<file path="src/rtl/axi_traffic_gen.sv">
// AXI traffic generator: runs a sequence of INCR write or read bursts, one burst
// outstanding at a time, with cycle/beat counters and a sticky protocol-check flag.
module axi_traffic_gen #(
    parameter int DATA_WIDTH = 8,
    parameter int ID_WIDTH   = 5,
    parameter int ADDR_WIDTH = 16
) (
    input  logic                    aclk,
    input  logic                    aresetn,
    input  logic                    start,
    input  logic                    wr_nrd,
    input  logic [ID_WIDTH-1:0]     cfg_id,
    input  logic [ADDR_WIDTH-1:0]   cfg_base,
    input  logic [7:0]              cfg_len,
    input  logic [15:0]             cfg_num,
    output logic                    busy,
    output logic                    done,
    output logic                    err,
    output logic [31:0]             cycles,
    output logic [31:0]             beats,
    output logic                    awvalid,
    output logic [ID_WIDTH-1:0]     awid,
    output logic [ADDR_WIDTH-1:0]   awaddr,
    output logic [7:0]              awlen,
    output logic [2:0]              awsize,
    output logic [1:0]              awburst,
    input  logic                    awready,
    output logic                    wvalid,
    output logic [DATA_WIDTH-1:0]   wdata,
    output logic [DATA_WIDTH/8-1:0] wstrb,
    output logic                    wlast,
    input  logic                    wready,
    input  logic [ID_WIDTH-1:0]     bid,
    input  logic                    bvalid,
    output logic                    bready,
    output logic                    arvalid,
    output logic [ID_WIDTH-1:0]     arid,
    output logic [ADDR_WIDTH-1:0]   araddr,
    output logic [7:0]              arlen,
    output logic [2:0]              arsize,
    output logic [1:0]              arburst,
    input  logic                    arready,
    input  logic [ID_WIDTH-1:0]     rid,
    input  logic [DATA_WIDTH-1:0]   rdata,
    input  logic                    rlast,
    input  logic                    rvalid,
    output logic                    rready
);

    typedef enum logic [2:0] {IDLE, AW, W, B, AR, R, FIN} state_t;

    state_t                  state;
    logic [ID_WIDTH-1:0]     id_reg;
    logic [7:0]              len_reg;
    logic [15:0]             num_reg;
    logic [ADDR_WIDTH-1:0]   addr_reg;
    logic [15:0]             burst_cnt;
    logic [7:0]              beat_idx;

    logic [31:0]             beats_inc;
    logic [ADDR_WIDTH-1:0]   addr_next;
    logic                    last_burst;

    assign awsize  = 3'($clog2(DATA_WIDTH/8));
    assign arsize  = 3'($clog2(DATA_WIDTH/8));
    assign awburst = 2'b01;
    assign arburst = 2'b01;
    assign wstrb   = '1;

    // Next burst starts (len+1) beats further on; truncation gives the address wrap.
    assign beats_inc  = beats + 32'd1;
    assign addr_next  = addr_reg + ADDR_WIDTH'({1'b0, len_reg} + 9'd1);
    assign last_burst = (burst_cnt == num_reg - 16'd1);

    always_ff @(posedge aclk or negedge aresetn) begin
        if (!aresetn) begin
            state     <= IDLE;
            id_reg    <= '0;
            len_reg   <= '0;
            num_reg   <= '0;
            addr_reg  <= '0;
            burst_cnt <= '0;
            beat_idx  <= '0;
            busy      <= 1'b0;
            done      <= 1'b0;
            err       <= 1'b0;
            cycles    <= '0;
            beats     <= '0;
            awvalid   <= 1'b0;
            awid      <= '0;
            awaddr    <= '0;
            awlen     <= '0;
            wvalid    <= 1'b0;
            wdata     <= '0;
            wlast     <= 1'b0;
            bready    <= 1'b0;
            arvalid   <= 1'b0;
            arid      <= '0;
            araddr    <= '0;
            arlen     <= '0;
            rready    <= 1'b0;
        end else begin
            done <= 1'b0;
            if (state != IDLE) begin
                cycles <= cycles + 32'd1;
            end
            case (state)
                IDLE: begin
                    if (start) begin
                        id_reg    <= cfg_id;
                        len_reg   <= cfg_len;
                        num_reg   <= cfg_num;
                        addr_reg  <= cfg_base;
                        burst_cnt <= '0;
                        cycles    <= '0;
                        beats     <= '0;
                        err       <= 1'b0;
                        busy      <= 1'b1;
                        if (cfg_num == 16'd0) begin
                            state <= FIN;
                        end else if (wr_nrd) begin
                            state   <= AW;
                            awvalid <= 1'b1;
                            awid    <= cfg_id;
                            awaddr  <= cfg_base;
                            awlen   <= cfg_len;
                        end else begin
                            state   <= AR;
                            arvalid <= 1'b1;
                            arid    <= cfg_id;
                            araddr  <= cfg_base;
                            arlen   <= cfg_len;
                        end
                    end
                end
                AW: begin
                    if (awready) begin
                        awvalid  <= 1'b0;
                        wvalid   <= 1'b1;
                        wdata    <= DATA_WIDTH'(beats);
                        wlast    <= (len_reg == 8'd0);
                        beat_idx <= '0;
                        state    <= W;
                    end
                end
                W: begin
                    if (wvalid && wready) begin
                        beats <= beats_inc;
                        if (wlast) begin
                            wvalid <= 1'b0;
                            wlast  <= 1'b0;
                            bready <= 1'b1;
                            state  <= B;
                        end else begin
                            beat_idx <= beat_idx + 8'd1;
                            wdata    <= DATA_WIDTH'(beats_inc);
                            wlast    <= (beat_idx + 8'd1 == len_reg);
                        end
                    end
                end
                B: begin
                    if (bvalid) begin
                        bready <= 1'b0;
                        if (bid != id_reg) begin
                            err <= 1'b1;
                        end
                        if (last_burst) begin
                            state <= FIN;
                        end else begin
                            burst_cnt <= burst_cnt + 16'd1;
                            addr_reg  <= addr_next;
                            awaddr    <= addr_next;
                            awvalid   <= 1'b1;
                            state     <= AW;
                        end
                    end
                end
                AR: begin
                    if (arready) begin
                        arvalid  <= 1'b0;
                        rready   <= 1'b1;
                        beat_idx <= '0;
                        state    <= R;
                    end
                end
                R: begin
                    if (rvalid && rready) begin
                        beats <= beats_inc;
                        if (rid != id_reg) begin
                            err <= 1'b1;
                        end
                        // rlast ends the burst even when early; without it we keep accepting beats.
                        if (rlast) begin
                            if (beat_idx != len_reg) begin
                                err <= 1'b1;
                            end
                            rready <= 1'b0;
                            if (last_burst) begin
                                state <= FIN;
                            end else begin
                                burst_cnt <= burst_cnt + 16'd1;
                                addr_reg  <= addr_next;
                                araddr    <= addr_next;
                                arvalid   <= 1'b1;
                                state     <= AR;
                            end
                        end else begin
                            if (beat_idx == len_reg) begin
                                err <= 1'b1;
                            end
                            beat_idx <= beat_idx + 8'd1;
                        end
                    end
                end
                FIN: begin
                    done  <= 1'b1;
                    busy  <= 1'b0;
                    state <= IDLE;
                end
                default: begin
                    state <= IDLE;
                end
            endcase
        end
    end

endmodule
</file>
<file path="config.mk">
export PLATFORM = sky130hd
export DESIGN_NAME = axi_traffic_gen
export DESIGN_NICKNAME = d
export VERILOG_FILES = /design/src/rtl/axi_traffic_gen.sv
export SDC_FILE = /design/constraint.sdc
export NUM_CORES = 1
export LEC_CHECK = 0
export ABC_CLOCK_PERIOD_IN_PS = 11400
export CAP_MARGIN = 0
export CORE_UTILIZATION = 60
export DETAILED_ROUTE_END_ITERATION = 10
export DONT_BUFFER_PORTS = 1
export PLACE_DENSITY = 0.76
export SLEW_MARGIN = 40
export SYNTH_ARGS = -nofsm -noshare
export SYNTH_HDL_FRONTEND = slang
export SYNTH_SLANG_ARGS = --single-unit
</file>
<file path="constraint.sdc">
create_clock -name aclk -period 11.4 [get_ports aclk]
set_clock_uncertainty 0.2 [all_clocks]
set_input_delay 0.57 -clock aclk [delete_from_list [all_inputs] [get_ports aclk]]
set_output_delay 0.57 -clock aclk [all_outputs]
set_load 0.05 [all_outputs]
</file>
# == Word level (Yosys, flattened, before mapping) ==
# Cells that the tools add are included.
# word_totals
reg_bits,211
# classes
addsub,7
eq_ne,28
mux,97
bitwise_logic,2
n_reduce_logical,35
# ops
cell,n
two-way mux 16 bit,20
two-way mux 32 bit,6
one-hot mux 16 bit (3 select lines),2
one-hot mux 32 bit (3 select lines),1
two-way mux 8 bit,9
"adder 32 x 1 -> 32 bit, second input constant",2
one-hot mux 16 bit (2 select lines),2
two-way mux 1 bit,34
two-way mux 3 bit,11
"inequality test 2 bit, second input constant",16
one-hot mux 8 bit (4 select lines),1
AND reduction 4 bit,7
AND reduction 7 bit,3
one-hot mux 3 bit (6 select lines),1
"adder 16 x 1 -> 16 bit, second input constant",1
adder 16 x 9 -> 16 bit,1
equality test 16 bit,1
equality test 8 bit,2
logical NOT 16 bit,1
one-hot mux 8 bit (2 select lines),1
AND reduction 8 bit,2
"subtractor 16 x 1 -> 16 bit, second input constant",1
nonzero test 3 bit,5
nonzero test 2 bit,6
other kinds (19),33

# == Logic depth before layout (Yosys ltp) ==
# depth
ltp_word,6
ltp_mapped,13
depth_no_buf,12

# == Worst setup path after synthesis ==
# No wires, ideal clock.
# synth_path
kind,flip-flop to flip-flop
start,reg num_reg[9]
end,reg awaddr[10]
setup_time_ps,128
t_arrival_ps,3299
required_ps,11072
slack_ps,7774
stages_incl_launch_ff,11
n_path_buf,2
period_less_slack_ps,3626
path_cell_list,dfrtp_1 > buf_2 > or4_4 > nor2_2 > or4b_4 > a2111oi_4 > nand4_4 > or2_1 > a32oi_4 > buf_6 > mux2_1
# synth_between
elab_chain_len,4
# synth_lines
item,line,source
from (decl),55,logic [15:0] num_reg;
from (signal assigned),112,num_reg <= cfg_num;
subtractor 16 x 1 -> 16 bit,73,assign last_burst = (burst_cnt == num_reg - 16'd1);
equality test 16 bit,73,
inequality test 2 bit (no line),-,
AND reduction 6 bit (no line),-,
to (signal assigned),125,awaddr <= cfg_base;
to (signal assigned),172,awaddr <= addr_next;
to (decl),23,"output logic [ADDR_WIDTH-1:0] awaddr,"
# Every way passes these cells.
# A chain may end at the register's enable or synchronous reset.

# == Worst setup path after layout ==
# layout_path
start,reg state[2]
end,reg awlen[1]
# layout_between
elab_chain_len,2
# layout_lines
item,line,source
from (decl),52,state_t state;
from (signal assigned),77,state <= IDLE;
from (signal assigned),120,state <= FIN;
from (signal assigned),122,state <= AW;
logical NOT 3 bit,107,case (state)
AND reduction 4 bit (no line),-,
to (signal assigned),126,awlen <= cfg_len;
to (decl),24,"output logic [7:0] awlen,"
# Every way passes these cells.

==> reports/qor.txt <==
Status: completed
Cell count after synthesis: 1286
GRT Overall Usage: 29.6%
Max Fclk: 0.229 GHz
Initial Util: 61.4%
H-tree level count: 1
Power density over the cells: 322 nW/um^2
DR DRC count: 0
Met2 Use GR: 49.5%
CTS Root Cell: clkbuf_16
Relative slew slack: 44.0%
Layout cell share with drive strength beyond 1: 9.14%
Setup TNS Final: 0 ps
Placed Area: 11700 sq um
Total gr overflow: 0
# hold bufs at CTS: 35
NetSw: 0.00209 W
FFs w/ async S/R, synth: 100%
First-pass GRT wire length: 47300 microns
Final min period: 4360 ps
Fin. Hold Viols: 0
Fin. max-slew vios: 0
Sequential share of power: 43.0%
CTS tree: yes
Int Pwr: 0.00207 W
Seq cells post-synth: 211
DR iter-0 viols: 827
Slew @ Worst Pin: 840 ps
Die H: 141 microns
Cts repair resizes: 0
Final setup viols: 0
Critical path endpoint category: register
Top flop regs: beats x32, cycles x32
Initial antenna violation count: 1
Final period utilization: 38.3%
Avg Inst Size Synth: 9.00 sq um
Combinational share of power: 39.1%
Routed Antenna Nets: 0
Ports: 223
Clock share of power: 17.9%
Synthesized area: 11600 sq um
Largest net degree at the start of global routing: 212
Distinct cell type count after synthesis: 73
Vias in the first global route: 9228
Post-CTS setup buffer count: 0
Number of flops mapped to enable cells by yosys: 0
Setup ws final: 7040 ps
Sequential cell area fraction in the yosys report: 45.6%
CTS Buf Count: 23
FILL cells: 1448
Clock Sink Count: 211
Critical Path RT: 11590 ps
WP data arrival: 4550 ps
Worst VDD drop: 0.000212 V
Vias: 9549
Final HPWL DP: 19300 microns
Sw frac: 50.4%
Busiest grt layer: met2
Area Growth Syn to Fin: 11.7%
Worst skew pair latency: 510 ps
Vias per std cell: 6.07
Met3 usage: 6.90%
Avg WL per Cell: 18.5 microns
Chip width: 141 microns
Row count: 50
Core ar.: 18800 sq um
Top_reg_cell synth: dfrtp_1
Critical Path Source Type: register
Setup CP Type: register to register
1st-pass router iterations: 7
Yosys warns: 0
Port bufs: 0
Final core occ: 68.6%
Number of nets in the layout: 1386
Clock transition at the registers of the reported paths: 60 ps
Clock buffer depth: 3
Die area: 19800 sq um
GRT met1 Usage: 38.8%
Global placer's final weighted congestion: 0.900
Maxcap violations: 0
Post-Place Setup Slack: 7120 ps
CP max FO: 72
Worst hold path class: input pin to register
Tot Pwr: 0.00416 W
Fin area: 12900 sq um
Routed wire length: 29100 microns
RSZ-0062 raised after global routing: false
Leakage Power: 5.45 nW
==> cells in the final DEF, fill, tap and decap left out, drive strengths merged, types with 25 or more instances in the layout <==
master and n:
inv 28, dlygate4sd3 35, clkbuf 32, o211ai 25, xor2 52, nor2 109
xnor2 30, nand3 55, nand4 35, nand2 231, a21oi 54, dfrtp 211
mux2 59, o21ai 100
==> per-stage QoR <==
stage	cells	hold WS, ps
finish	1574	10.3
global route	1574	7.49
CTS	1569	0.576
detailed placement	1495	79.0
global placement	1495	80.3
floorplan	1295	74.4
==> critical path, stage by stage (launching register included) <==
cell and delay (ps):
dfrtp_1 690, nor2b_1 110, nand2_1 90, buf_4 310, o22ai_1 310, a211o_1 610, nor2_4 170, buf_4 640
nand2_1 610, mux2_2 440
==> layer usage <==
metal	part of all wire, %	wire length (microns)	vias to the layer above
met3	8.3	2420	44
met2	47	13800	346
li1	-	-	4545
met4	2.0	594	0
met1	42	12300	4614
met5	0	0	-
==> power by group through the flow <==
stage	Clock (W)	Combinational [W]	Sequential, W
2_1_floorplan	0	0.00128	0.00167
3_3_place_gp	0	0.00151	0.00178
3_5_place_dp	0	0.00156	0.00180
4_1_cts	0.000753	0.00160	0.00178
5_1_grt	0.000778	0.00181	0.00182
6_report	0.000744	0.00163	0.00179
==> logic make-up after synthesis <==
logic type / synth area share [%]
other: 0.0649
muxes: 6.26
AOI/OAI and AO/OA: 14.0
and+or+nand+nor: 22.5
DFF: 45.6
buffers and inverters: 3.78
xor gates and xnor gates: 6.21
adders and majority gates: 1.58
==> path summary, 6_finish.rpt <==
path	from	end	slack [ps]	cells after the start
setup / recovery	state[2]	awlen[1]	7040	9
hold / removal	bvalid	state[2]	10	2
setup reg to reg	state[2]	awlen[1]	7040	9
hold reg to reg	addr_reg[2]	addr_reg[2]	300	2
max in group asynchronous	aresetn	num_reg[10]	9870	3
min in group asynchronous	aresetn	burst_cnt[7]	450	2
==> synth_stat cells (4+ instances only) <==
library cell,number,share of area [%]
nand2_1,231,7.5
dfrtp_1,211,46
nor2_1,108,3.5
o21ai_0,99,4.3
nand3_1,55,2.4
a21oi_1,54,2.3
xor2_1,52,3.9
clkbuf_1,47,1.5
mux2_2,47,4.6
nand4_1,34,1.8
xnor2_1,30,2.3
inv_1,28,0.91
o211ai_1,25,1.6
and3_1,17,0.92
o31ai_1,17,1.1
nor3_1,16,0.69
nor4_1,16,0.87
or3_1,14,0.76
a31oi_1,13,0.70
ha_1,13,1.4
buf_4,12,0.78
mux2_1,12,1.2
nand2b_1,12,0.65
nor2b_1,10,0.54
buf_1,8,0.26
or4_1,8,0.52
o22ai_1,7,0.38
or2_2,7,0.38
and2_1,6,0.32
mux2i_1,6,0.52
a211oi_1,4,0.26
==> layout make-up <==
type	instances	area [sq um]	area share, %
Antenna cell	1	2.50	0.0194
Inverter	28	105	0.813
Multi-Input combinational cell	984	5930	45.9
Tap cell	260	325	2.52
Sequential cell	211	5280	40.9
Timing Repair Buffer	51	538	4.16
Clock inverter	7	116	0.901
Clock buffer	32	619	4.79
Power figures use the tool's default switching activity.
